===== src/rtl/booth_mult_arbiter.sv =====
// Round-robin front end sharing one serial-load booth_multiplier among NREQ requesters.
// Grant registered 1 cycle after req; resp_valid A_HOLD+B_HOLD+WAIT+2 cycles later; new reqs wait in IDLE.
module booth_mult_arbiter #(
  parameter int NREQ    = 4,
  parameter int W       = 8,
  parameter int A_HOLD  = 100,
  parameter int B_HOLD  = 100,
  parameter int TIMEOUT = 1000
) (
  input  logic              clk_100MHz,
  input  logic              reset,
  input  logic [NREQ-1:0]   req,
  input  logic [NREQ*W-1:0] op_a,
  input  logic [NREQ*W-1:0] op_b,
  output logic [NREQ-1:0]   grant,
  output logic [NREQ-1:0]   resp_valid,
  output logic [2*W-1:0]    result,
  output logic              resp_err,
  output logic              busy,
  output logic              mult_start,
  output logic [W-1:0]      mult_data_in,
  input  logic              mult_done,
  input  logic [2*W-1:0]    mult_ans
);

  localparam int PW   = (NREQ > 1) ? $clog2(NREQ) : 1;
  localparam int CMAX = (TIMEOUT > A_HOLD) ? ((TIMEOUT > B_HOLD) ? TIMEOUT : B_HOLD)
                                           : ((A_HOLD > B_HOLD) ? A_HOLD : B_HOLD);
  localparam int CW   = $clog2(CMAX + 1);

  typedef enum logic [2:0] {
    S_IDLE, S_START, S_LOAD_A, S_LOAD_B, S_WAIT, S_RESP
  } state_t;

  state_t            state_q, state_d;
  logic [PW-1:0]     ptr_q, ptr_d;
  logic [PW-1:0]     gidx_q, gidx_d;
  logic [NREQ-1:0]   grant_q, grant_d;
  logic [W-1:0]      a_q, a_d;
  logic [W-1:0]      b_q, b_d;
  logic [CW-1:0]     cnt_q, cnt_d;
  logic [2*W-1:0]    result_q, result_d;
  logic              err_q, err_d;
  logic              done_q;

  logic              sel_vld;
  logic [PW-1:0]     sel_idx;
  logic [PW-1:0]     cand;

  // Scan from the farthest offset down so the nearest request at/after ptr_q wins.
  always_comb begin
    sel_vld = 1'b0;
    sel_idx = '0;
    cand    = '0;
    for (int i = NREQ - 1; i >= 0; i--) begin
      cand = PW'((int'(ptr_q) + i) % NREQ);
      if (req[cand]) begin
        sel_vld = 1'b1;
        sel_idx = cand;
      end
    end
  end

  always_comb begin
    state_d      = state_q;
    ptr_d        = ptr_q;
    gidx_d       = gidx_q;
    grant_d      = grant_q;
    a_d          = a_q;
    b_d          = b_q;
    cnt_d        = cnt_q;
    result_d     = result_q;
    err_d        = err_q;
    mult_start   = 1'b0;
    mult_data_in = '0;
    resp_valid   = '0;
    case (state_q)
      S_IDLE: begin
        if (sel_vld) begin
          grant_d = NREQ'(1) << sel_idx;
          gidx_d  = sel_idx;
          a_d     = op_a[int'(sel_idx)*W +: W];
          b_d     = op_b[int'(sel_idx)*W +: W];
          state_d = S_START;
        end
      end
      S_START: begin
        mult_start   = 1'b1;
        mult_data_in = a_q;
        cnt_d        = '0;
        state_d      = S_LOAD_A;
      end
      S_LOAD_A: begin
        mult_data_in = a_q;
        if (cnt_q == CW'(A_HOLD - 1)) begin
          cnt_d   = '0;
          state_d = S_LOAD_B;
        end else begin
          cnt_d = cnt_q + 1'b1;
        end
      end
      S_LOAD_B: begin
        mult_data_in = b_q;
        if (cnt_q == CW'(B_HOLD - 1)) begin
          cnt_d   = '0;
          state_d = S_WAIT;
        end else begin
          cnt_d = cnt_q + 1'b1;
        end
      end
      S_WAIT: begin
        mult_data_in = b_q;
        // Only a fresh rising edge counts; a done level left over from the last job is stale.
        if (mult_done && !done_q) begin
          result_d = mult_ans;
          err_d    = 1'b0;
          state_d  = S_RESP;
        end else if (cnt_q == CW'(TIMEOUT - 1)) begin
          result_d = '0;
          err_d    = 1'b1;
          state_d  = S_RESP;
        end else begin
          cnt_d = cnt_q + 1'b1;
        end
      end
      S_RESP: begin
        resp_valid = grant_q;
        grant_d    = '0;
        ptr_d      = (gidx_q == PW'(NREQ - 1)) ? '0 : gidx_q + 1'b1;
        state_d    = S_IDLE;
      end
      default: state_d = S_IDLE;
    endcase
  end

  always_ff @(posedge clk_100MHz or posedge reset) begin
    if (reset) begin
      state_q  <= S_IDLE;
      ptr_q    <= '0;
      gidx_q   <= '0;
      grant_q  <= '0;
      a_q      <= '0;
      b_q      <= '0;
      cnt_q    <= '0;
      result_q <= '0;
      err_q    <= 1'b0;
      done_q   <= 1'b0;
    end else begin
      state_q  <= state_d;
      ptr_q    <= ptr_d;
      gidx_q   <= gidx_d;
      grant_q  <= grant_d;
      a_q      <= a_d;
      b_q      <= b_d;
      cnt_q    <= cnt_d;
      result_q <= result_d;
      err_q    <= err_d;
      done_q   <= mult_done;
    end
  end

  assign grant    = grant_q;
  assign result   = result_q;
  assign resp_err = err_q;
  assign busy     = (state_q != S_IDLE);

endmodule


===== config.mk =====
export PLATFORM = sky130hd
export DESIGN_NAME = booth_mult_arbiter
export DESIGN_NICKNAME = d
export VERILOG_FILES = /design/src/rtl/booth_mult_arbiter.sv
export SDC_FILE = /design/constraint.sdc
export NUM_CORES = 1
export LEC_CHECK = 0
export ABC_AREA = 0
export CAP_MARGIN = 30
export CORE_UTILIZATION = 39
export DETAILED_ROUTE_END_ITERATION = 7
export HOLD_SLACK_MARGIN = 0.06
export PLACE_DENSITY = 0.86
export SETUP_SLACK_MARGIN = 0.1
export SLEW_MARGIN = 15
export SYNTH_ARGS = -nofsm -noshare
export SYNTH_HDL_FRONTEND = slang
export SYNTH_SLANG_ARGS = --single-unit

===== constraint.sdc =====
create_clock -name clk_100MHz -period 2.1 [get_ports clk_100MHz]
set_input_delay 0.525 -clock clk_100MHz [delete_from_list [all_inputs] [get_ports clk_100MHz]]
set_output_delay 0.525 -clock clk_100MHz [all_outputs]
set_load 0.02 [all_outputs]

Word level (Yosys, flattened, before mapping)
Index checks and enable logic that the tools add are counted.

Output and inout bits: 35. Register bits after elaboration: 55. Logic and storage cells: 87.

Multiplexer cells: 36. Equality and inequality tests: 14. Magnitude comparators: 4. Shifts and indexed selects: 3. $add $sub $neg: 5. Reduce and logical (&&, ||, !) cells: 15.

Operators with widths (number): indexed part select 32 x 6 -> 8 bit (2); two-way mux 16 bit (2); two-way mux 10 bit (3); case mux 10 bit (3 select lines) (1); case mux 8 bit (2 select lines) (1); two-way mux 3 bit (5); case mux 3 bit (5 select lines) (1); less-than comparator 2 x 3 -> 1 bit, second input constant (4); two-way mux 1 bit (11); adder 10 x 1 -> 10 bit, second input constant (1); == test 10 bit, second input constant (1); == test 10 x 7 -> 1 bit, second input constant (1); two-way mux 2 bit (5); inequality test 2 bit, second input constant (5); binary-select mux 1 bit (select 2 bit) (4); two-way mux 4 bit (2); case mux 4 bit (2 select lines) (1); == test 3 x 2 -> 1 bit, second input constant (2); == test 3 bit, second input constant (2); AND reduction 2 bit (3); nonzero test 3 bit (2); OR reduction 2 bit (3); adder 2 x 1 -> 2 bit, second input constant (2); adder 2 bit, second input constant (2); other kinds (10) (11).

Logic depth before layout (Yosys ltp)
Gate-level depths: netlist (run 1).

Word-level depth: 10. Gate-level depth with buffers: 8.

Worst setup path after synthesis (run 1)
Ideal clock, no wire load.

Path kind: input-to-reg. From: in req[3]. To: reg b_q[1]. Data required time: 2.006 ns. Buffers on the path: 2. Data arrival time: 1.823 ns. Stages: 7. Path slack: 0.183 ns. Cells stage by stage: or4_4 -> and2_1 -> buf_2 -> nand3_4 -> buf_6 -> a21oi_1 -> a211oi_1.

Longest elaborated chain between the ends: 7.

Ends and longest elaborated chain: start, declared (line 12) `input logic [NREQ-1:0] req,`; binary-select mux 1 bit (select 2 bit) (line 57) `if (req[cand]) begin`; two-way mux 1 bit (not written as such) (line 57); two-way mux 2 bit or two-way mux 1 bit (tied branches) (4 in a row) (line 57); indexed part select 32 x 6 -> 8 bit or AND reduction 2 bit (tied branches); end signal, assigned (line 143) `b_q <= '0;`; end signal, assigned (line 154) `b_q <= b_d;`; end, declared (line 40) `logic [W-1:0] b_q, b_d;`.

Parallel ways exist; a longest one is shown, timed or not. The select of a mux whose other input is x is not followed. A chain may end at the register's enable or synchronous reset.

Worst setup path after layout (run 1)
From: reg state_q[0]. To: out mult_data_in[7].

Longest elaborated chain between the ends: 3.

Ends and longest elaborated chain: start, declared (line 35) `state_t state_q, state_d;`; start signal, assigned (line 149) `state_q <= state_d;`; == test 3 bit (tied with other cells) (line 77) `case (state_q)`; OR reduction 2 bit (no source line); case mux 8 bit (2 select lines) * (line 77); end, declared (line 21) `output logic [W-1:0] mult_data_in,`.

Mark *: on every way between the ends. The rest lies on a longest branch, timed or not.

==> metrics.txt, run 1 <==
# TYPE chip_impl_metric gauge
chip_impl_metric{name="setup_ws",unit="ns"} -0.106
chip_impl_metric{name="worst_case_vdd_ir_drop",unit="mV"} 0.302
chip_impl_metric{name="critical_path_buf_inv_count",unit=""} 2
chip_impl_metric{name="cts.clk_slew.worst_paths",unit="ns"} 0.11
chip_impl_metric{name="placedCellCount",unit=""} 583
chip_impl_metric{name="clock-skew-final",unit="ns"} 0.0111
chip_impl_info{name="hold_path_end",value="gidx_q[1]"} 1
chip_impl_metric{name="timing_hold_violations_final",unit=""} 0
chip_impl_metric{name="worst_hold_path.num_cells",unit=""} 2
chip_impl_metric{name="num_antenna_cells",unit=""} 0
chip_impl_info{name="crit_type",value="flip-flop to output port"} 1
chip_impl_info{name="cp_cell_sequence",value="buf_4, nor3b_1, nand2_1, o21ai_1, buf_4"} 1
chip_impl_info{name="final_common_cell",value="sky130_fd_sc_hd__clkdlybuf4s50_1"} 1
chip_impl_metric{name="setup_violations",unit=""} 4
chip_impl_metric{name="crit_arrival",unit="ns"} 1.68
chip_impl_metric{name="final.period_utilization",unit=""} 1.05
chip_impl_metric{name="die-width",unit="µm"} 90.2
chip_impl_metric{name="io_buffers",unit=""} 121
chip_impl_info{name="worst_r2r_endpoint",value="cnt_q[9]"} 1
chip_impl_metric{name="place_congestion",unit=""} 0.950
chip_impl_info{name="worst_path_max_delay_cell",value="sky130_fd_sc_hd__dfrtp_2"} 1
chip_impl_metric{name="cell_area_after_placement",unit="µm²"} 4660
chip_impl_metric{name="critPathMaxStageDelay",unit="ns"} 0.46
chip_impl_metric{name="clock_sinks",unit=""} 55
chip_impl_info{name="clock_tree.root_cell",value="sky130_fd_sc_hd__clkbuf_8"} 1
chip_impl_metric{name="vias_per_cell",unit=""} 5.68
chip_impl_metric{name="mappedNetlistArea",unit="µm²"} 3030
chip_impl_metric{name="instances_no_fill",unit=""} 606
chip_impl_metric{name="layout-drive-gt1-share",unit=""} 0.250
chip_impl_metric{name="p_per_area",unit="nW/µm²"} 416
chip_impl_metric{name="drt_drc_violations_left",unit=""} 0
chip_impl_metric{name="drt_first_pass_iters",unit=""} 5
chip_impl_metric{name="grt_pass1_vias",unit=""} 3483
chip_impl_metric{name="detailedPlacementHpwl",unit="mm"} 7.23
chip_impl_metric{name="dieHeight",unit="µm"} 90.2
chip_impl_metric{name="required",unit="ns"} 1.57
chip_impl_metric{name="leakagePower",unit="nW"} 2.31
chip_impl_metric{name="share_of_synthesized_cell_area_in_and_or_nand_and_nor_gates",unit=""} 0.216
chip_impl_metric{name="synth-xor-area-share",unit=""} 0.00289
chip_impl_info{name="final_cell_mix",value="sky130_fd_sc_hd__clkdlybuf4s50_1 (103), sky130_fd_sc_hd__buf_4 (53), sky130_fd_sc_hd__dfrtp_1 (51), sky130_fd_sc_hd__nand2_1 (37)"} 1
chip_impl_metric{name="routed_wire_length_per_instance",unit="µm"} 17.6
chip_impl_metric{name="syn-num-nets",unit=""} 423
chip_impl_metric{name="design.final.nets",unit=""} 595
chip_impl_metric{name="worstSkewPairLatency",unit="ns"} 0.32
chip_impl_metric{name="grt_start_max_net_pins",unit=""} 39
chip_impl_info{name="hold_path.class",value="flip-flop to flip-flop"} 1
chip_impl_info{name="dominantRegCellSynth",value="sky130_fd_sc_hd__dfrtp_1"} 1
chip_impl_metric{name="placeableCoreArea",unit="µm²"} 7370
chip_impl_metric{name="final_design_area_no_fill",unit="µm²"} 5060
chip_impl_metric{name="clock_path_buffers",unit=""} 2
chip_impl_info{name="worst_setup_ep_type",value="output port"} 1
chip_impl_metric{name="ys_ff_latch",unit=""} 55
chip_impl_metric{name="yosys_warnings",unit=""} 0
chip_impl_metric{name="muxShareOfSynthArea",unit=""} 0.00702
chip_impl_metric{name="relSlewSlack",unit=""} 0.557
chip_impl_metric{name="synth_seq_area_share",unit=""} 0.454
chip_impl_metric{name="ctsHoldBuffers",unit=""} 0
chip_impl_metric{name="post-route-min-period",unit="ns"} 2.21
chip_impl_metric{name="floorplan.initialDensity",unit=""} 0.411
chip_impl_info{name="violations_in_the_final_reports",value="setup timing"} 1
chip_impl_metric{name="reg2regPathDepth",unit=""} 8
chip_impl_metric{name="gr-usage-all-layers",unit=""} 0.253
chip_impl_metric{name="cap_violations",unit=""} 0
chip_impl_metric{name="synth-async-reset-ratio",unit=""} 1.00
chip_impl_metric{name="design.portCount",unit=""} 122
chip_impl_metric{name="critPathMaxFanout",unit=""} 4
chip_impl_metric{name="detail_route.iter0.violations",unit=""} 210
chip_impl_metric{name="area_delta_synth_final",unit="%"} 66.8
chip_impl_info{name="r2r_start",value="state_q[0]"} 1
chip_impl_metric{name="achievable-frequency",unit="GHz"} 0.453
chip_impl_metric{name="global_route.overflow_total",unit=""} 0
chip_impl_info{name="cts_tree",value="done"} 1
chip_impl_metric{name="htree_num_levels",unit=""} 2
chip_impl_metric{name="reg2reg_setup_slack",unit="ns"} 0.05
chip_impl_info{name="startpoint_type",value="flip-flop"} 1
chip_impl_metric{name="yosys.area.top_type_share",unit=""} 0.454
chip_impl_metric{name="dr_total_vias",unit=""} 3444
chip_impl_metric{name="std_cell_rows",unit=""} 31
chip_impl_metric{name="post_synth_num_cell_types",unit=""} 48
chip_impl_metric{name="cts_buffers",unit=""} 5
chip_impl_metric{name="count_of_flip_flops_with_a_built_in_enable_after_synthesis",unit=""} 0
chip_impl_metric{name="worst-slew-pin-transition",unit="ns"} 0.664
chip_impl_metric{name="final_max_slew_viols",unit=""} 0
chip_impl_metric{name="syn_area_per_cell",unit="µm²"} 9.08
chip_impl_info{name="synth_largest_area_cell",value="sky130_fd_sc_hd__dfrtp_1"} 1
chip_impl_info{name="critPathTopFamily",value="flip-flops"} 1
chip_impl_info{name="synth_top_family_by_area",value="compound AO/OA/AOI/OAI gates"} 1
chip_impl_metric{name="synth_compound_gate_area_share",unit=""} 0.269
chip_impl_metric{name="area_of_the_die",unit="µm²"} 8130
chip_impl_info{name="crit_path_frequent_cell",value="sky130_fd_sc_hd__buf_4"} 1
chip_impl_metric{name="grt_antenna_before_repair",unit=""} 0
chip_impl_metric{name="syn_inst",unit=""} 334
chip_impl_info{name="ys_top_cells_by_area",value="sky130_fd_sc_hd__dfrtp_1 (45%), sky130_fd_sc_hd__a22o_1 (6.6%), sky130_fd_sc_hd__nand2_1 (4.8%)"} 1
chip_impl_metric{name="drt.antenna.violating_nets",unit=""} 0
chip_impl_info{name="min_from",value="gidx_q[1]"} 1
chip_impl_metric{name="wire_length_of_the_first_global_routing_pass",unit="mm"} 16.6
chip_impl_metric{name="hold_ws",unit="ns"} 0.494
chip_impl_info{name="rsz0062_at_grt",value="yes"} 1
chip_impl_metric{name="synth_adder_area_share",unit=""} 0.00825
chip_impl_info{name="status",value="finished with violations"} 1
chip_impl_metric{name="totalWireLength",unit="mm"} 10.7
## how the worst max path moves through the flow
stage	start	to	slack, ns	cells past startpoint
2_1_floorplan	req[3]	b_q[1]	0.18	7
3_3_place_gp	req[2]	b_q[6]	-0.22	6
3_5_place_dp	req[3]	a_q[2]	-0.30	6
4_1_cts	state_q[0]	mult_data_in[4]	-0.06	5
5_1_grt	state_q[1]	mult_data_in[7]	-0.14	6
6_report	state_q[0]	mult_data_in[7]	-0.11	5
## cell type report
cell class	instances	area, µm²
Clock inverter	3	27.5
Multi-Input combinational cell	252	1670
Clock buffer	5	68.8
Timing Repair Buffer	184	1760
Fill cell	524	2310
Sequential cell	55	1380
Inverter	8	30.0
Tap cell	99	124
## worst register-to-register path, cell delays in order (launching register included)
cell and delay [ns]:
sky130_fd_sc_hd__dfrtp_2 0.46, sky130_fd_sc_hd__buf_4 0.15, sky130_fd_sc_hd__nor3b_1 0.32, sky130_fd_sc_hd__buf_4 0.19, sky130_fd_sc_hd__nand2_1 0.15, sky130_fd_sc_hd__o22ai_1 0.22, sky130_fd_sc_hd__buf_4 0.20, sky130_fd_sc_hd__a2bb2oi_1 0.18
sky130_fd_sc_hd__o31ai_1 0.09
## registers in the layout, summed over array words and instances (netlist names)
| register | cells |
|---|---|
| result | 16 |
| cnt_q | 10 |
| a_q | 8 |
| b_q | 8 |
| grant | 4 |
| state_q | 3 |
| gidx_q | 2 |
| ptr_q | 2 |
| done_q | 1 |
| resp_err | 1 |
## power breakdown
part / switching, mW / internal (mW)
registers: 0.00925 / 1.08
logic: 0.162 / 0.241
clock network: 0.371 / 0.246
## timing repair
action / in CTS / in global routing
buffers inserted: 9 / 5
setup endpoints to repair: 46 / 43
cloned: 0 / 1
pin swaps: 7 / 11
hold endpoints to repair: 0 / 0
resized for setup: 102 / 26
## metal layers
metal,vias to the layer above,track usage,routed length [µm],part of all wire
li1,1576,-,-,-
met1,1629,0.312,4080,0.38
met2,204,0.450,5510,0.52
met3,35,0.0398,780,0.073
met4,0,0.0847,319,0.030
met5,-,0,0,0
## metrics by stage
stage / total power, mW / setup TNS (ns) / utilization / worst slack, ns
floorplan: 1.23 / 0 / - / 0.183
global placement: 1.48 / -6.57 / 0.632 / -0.223
detailed placement: 1.49 / -9.48 / 0.632 / -0.295
CTS: 2.10 / -0.0826 / 0.668 / -0.0636
global route: 2.18 / -0.398 / 0.686 / -0.137
finish: 2.10 / -0.157 / 0.686 / -0.106
## synthesized netlist by cell type, types with 3 or more instances
cell,instances
sky130_fd_sc_hd__and3_1,16
sky130_fd_sc_hd__nor2_1,27
sky130_fd_sc_hd__and2_1,9
sky130_fd_sc_hd__nand2b_1,4
sky130_fd_sc_hd__a211oi_1,13
sky130_fd_sc_hd__nand3_1,22
sky130_fd_sc_hd__dfrtp_1,55
sky130_fd_sc_hd__a21oi_1,23
sky130_fd_sc_hd__o21ai_0,24
sky130_fd_sc_hd__buf_2,9
sky130_fd_sc_hd__a41oi_1,3
sky130_fd_sc_hd__nand2_1,39
sky130_fd_sc_hd__nor2b_1,3
sky130_fd_sc_hd__inv_1,8
sky130_fd_sc_hd__a22o_1,23
sky130_fd_sc_hd__clkbuf_1,6
sky130_fd_sc_hd__a31oi_1,9
sky130_fd_sc_hd__clkbuf_2,3
## logic make-up (layout without fill, tap and decap cells)
logic type | Yosys count | after routing
and+or+nand+nor | 130 | 130
AOI/OAI and AO/OA | 116 | 117
DFF | 55 | 55
buffers and inverters | 28 | 200
adders and majority gates | 2 | 2
muxes | 2 | 2
xor gates and xnor gates | 1 | 1
No activity file was read; power rests on OpenSTA's default activity.
==> run 2, diff against run 1 <==
- PLACE_DENSITY: 0.86 -> 0.79
==> run 2 against run 1 <==
Effect of this change: the flow still finishes with violations (setup timing); combinational power barely moved; first-iteration DRC count rose by 5.7%; global-route usage fell by 0.20 points; register-to-register slack improved by 0.10 ns; routed wire length fell by 1.9%; via count fell by 1.3%; flip-flop and latch count did not move; sequential share of layout area barely moved; clock skew barely moved; maximum frequency rose by 4.2%.
==> metrics.txt, run 2 (same netlist as run 1, synthesis figures left out) <==
# TYPE chip_impl_metric gauge
chip_impl_info{name="cts_tree",value="done"} 1
chip_impl_metric{name="cts.clk_slew.worst_paths",unit="ns"} 0.10
chip_impl_metric{name="design.portCount",unit=""} 122
chip_impl_metric{name="placeableCoreArea",unit="µm²"} 7370
chip_impl_metric{name="worst-slew-pin-transition",unit="ns"} 0.619
chip_impl_info{name="rsz0062_at_grt",value="yes"} 1
chip_impl_metric{name="std_cell_rows",unit=""} 31
chip_impl_metric{name="setup_ws",unit="ns"} -0.0176
chip_impl_info{name="violations_in_the_final_reports",value="setup timing"} 1
chip_impl_metric{name="die-width",unit="µm"} 90.2
chip_impl_metric{name="setup_tns",unit="ns"} -0.0176
chip_impl_metric{name="htree_num_levels",unit=""} 2
chip_impl_metric{name="reg2regPathDepth",unit=""} 11
chip_impl_info{name="status",value="finished with violations"} 1
chip_impl_metric{name="design.final.nets",unit=""} 588
chip_impl_metric{name="grt_pass1_vias",unit=""} 3389
chip_impl_info{name="final_common_cell",value="sky130_fd_sc_hd__clkdlybuf4s50_1"} 1
chip_impl_metric{name="final.period_utilization",unit=""} 1.01
chip_impl_metric{name="detail_route.iter0.violations",unit=""} 222
chip_impl_metric{name="dieHeight",unit="µm"} 90.2
chip_impl_metric{name="critPathMaxStageDelay",unit="ns"} 0.44
chip_impl_metric{name="achievable-frequency",unit="GHz"} 0.472
chip_impl_metric{name="drt_first_pass_iters",unit=""} 5
chip_impl_metric{name="clock_path_buffers",unit=""} 2
chip_impl_metric{name="vias_per_cell",unit=""} 5.67
chip_impl_metric{name="global_route.overflow_total",unit=""} 0
chip_impl_metric{name="routed_wire_length_per_instance",unit="µm"} 17.5
chip_impl_metric{name="required",unit="ns"} 1.57
chip_impl_metric{name="worst_case_vdd_ir_drop",unit="mV"} 0.251
chip_impl_metric{name="io_buffers",unit=""} 121
chip_impl_metric{name="worst_hold_path.num_cells",unit=""} 1
chip_impl_info{name="hold_path.class",value="flip-flop to flip-flop"} 1
chip_impl_metric{name="leakagePower",unit="nW"} 2.30
chip_impl_metric{name="post-route-min-period",unit="ns"} 2.12
chip_impl_metric{name="post-place-ws",unit="ns"} -0.321
chip_impl_metric{name="placedCellCount",unit=""} 573
chip_impl_metric{name="p_per_area",unit="nW/µm²"} 414
chip_impl_metric{name="gr-usage-all-layers",unit=""} 0.251
chip_impl_metric{name="clock-skew-final",unit="ns"} 0.0107
chip_impl_metric{name="grt_antenna_before_repair",unit=""} 0
chip_impl_metric{name="critPathMaxFanout",unit=""} 5
chip_impl_metric{name="area_of_the_die",unit="µm²"} 8130
chip_impl_metric{name="grt_start_max_net_pins",unit=""} 56
chip_impl_info{name="final_cell_mix",value="sky130_fd_sc_hd__clkdlybuf4s50_1 (103), sky130_fd_sc_hd__dfrtp_1 (51), sky130_fd_sc_hd__buf_4 (44), sky130_fd_sc_hd__nand2_1 (35)"} 1
chip_impl_info{name="crit_type",value="flip-flop to output port"} 1
chip_impl_info{name="cp_cell_sequence",value="buf_6, mux2i_1, nor2_1, a31oi_1, o21ai_1, buf_4"} 1
chip_impl_metric{name="crit_arrival",unit="ns"} 1.59
chip_impl_metric{name="wire_length_of_the_first_global_routing_pass",unit="mm"} 16.4
chip_impl_metric{name="cts_buffers",unit=""} 5
chip_impl_info{name="startpoint_type",value="flip-flop"} 1
chip_impl_metric{name="cap_violations",unit=""} 0
chip_impl_metric{name="final_max_slew_viols",unit=""} 0
chip_impl_metric{name="place_congestion",unit=""} 0.898
chip_impl_metric{name="layout-drive-gt1-share",unit=""} 0.242
chip_impl_metric{name="timing_hold_violations_final",unit=""} 0
chip_impl_metric{name="setup_violations",unit=""} 1
chip_impl_metric{name="num_antenna_cells",unit=""} 0
chip_impl_metric{name="drt.antenna.violating_nets",unit=""} 0
chip_impl_metric{name="fin_util",unit=""} 0.687
chip_impl_info{name="clock_tree.root_cell",value="sky130_fd_sc_hd__clkbuf_8"} 1
chip_impl_info{name="worst_setup_ep_type",value="output port"} 1
chip_impl_metric{name="number_of_flip_flops_in_the_largest_register",unit=""} 16
chip_impl_metric{name="area_delta_synth_final",unit="%"} 67.0
chip_impl_metric{name="worstSkewPairLatency",unit="ns"} 0.32
chip_impl_metric{name="relSlewSlack",unit=""} 0.587
chip_impl_metric{name="dr_total_vias",unit=""} 3399
chip_impl_metric{name="detailedPlacementHpwl",unit="mm"} 7.03
chip_impl_metric{name="instances_no_fill",unit=""} 599
chip_impl_info{name="worst_path_max_delay_cell",value="sky130_fd_sc_hd__dfrtp_2"} 1
chip_impl_metric{name="drt_drc_violations_left",unit=""} 0
chip_impl_metric{name="floorplan.initialDensity",unit=""} 0.411
chip_impl_metric{name="clock_sinks",unit=""} 55
chip_impl_metric{name="totalWireLength",unit="mm"} 10.5
-- run 2: changes by cell type in the layout (fill, tap and decap cells not counted), moves of 2 or more --
cell	delta
sky130_fd_sc_hd__a21oi_1	-2
sky130_fd_sc_hd__and2_1	+3
sky130_fd_sc_hd__and2_4	-3
sky130_fd_sc_hd__buf_12	+4
sky130_fd_sc_hd__buf_2	-2
sky130_fd_sc_hd__buf_4	-9
sky130_fd_sc_hd__nand2_1	-2
sky130_fd_sc_hd__nand2_2	+2
sky130_fd_sc_hd__o21ai_0	-2
sky130_fd_sc_hd__o21ai_1	+2
-- run 2: per-stage QoR --
step	hold slack, ns	area, µm²	total power [mW]
after CTS	0.496	4880	2.08
after global placement	0.462	4620	1.49
after global routing	0.519	5060	2.18
final	0.500	5060	2.10
after floorplan	0.450	3030	1.23
after detailed placement	0.482	4620	1.50
-- run 2: cell type report --
class                           instances  area [µm²]
Clock buffer                            5        68.8
Fill cell                             526        2310
Timing Repair Buffer                  178        1770
Sequential cell                        55        1380
Multi-Input combinational cell        251        1670
Inverter                                8        30.0
Clock inverter                          3        22.5
Tap cell                               99         124
-- run 2: final timing paths --
path	startpoint	to	slack [ns]
setup / recovery	state_q[1]	mult_data_in[7]	-0.02
hold / removal	gidx_q[0]	ptr_q[0]	0.50
setup reg to reg	state_q[1]	grant[2]	0.15
hold reg to reg	gidx_q[0]	ptr_q[0]	0.50
max in group asynchronous	reset	cnt_q[1]	1.27
min in group asynchronous	reset	gidx_q[1]	0.54
-- run 2: power breakdown --
group / switching (mW) / internal, mW
registers: 0.00943 / 1.08
clock network: 0.372 / 0.240
logic: 0.160 / 0.242
-- run 2: timing repair --
| action | in CTS | in global routing |
|---|---|---|
| pin swaps | 17 | 12 |
| buffers inserted | 12 | 6 |
| resized for setup | 93 | 38 |
| hold buffers | 0 | 0 |
| gates cloned | 0 | 0 |
| setup endpoints to repair | 49 | 45 |
-- run 2: routing by layer --
metal,GRT usage,part of all wire,wire (µm)
met3,0.0516,0.071,740
met5,0,0,0
met1,0.330,0.41,4340
met4,0.0645,0.014,142
met2,0.422,0.50,5270
-- run 2: critical path, delay by kind of cell, from the launching register on --
kind | cells | cell delay [ns]
simple gates | 1 | 0.08
buf+inv | 2 | 0.29
compound gates | 2 | 0.27
mux | 1 | 0.18
flops | 1 | 0.44
==> run 3, diff against run 2 <==
- ABC_CLOCK_PERIOD_IN_PS: default -> 2100
- CTS_CLUSTER_SIZE: default -> 28
==> results of run 3 <==
Final layout, timing and power as in run 2 (identical DEF).
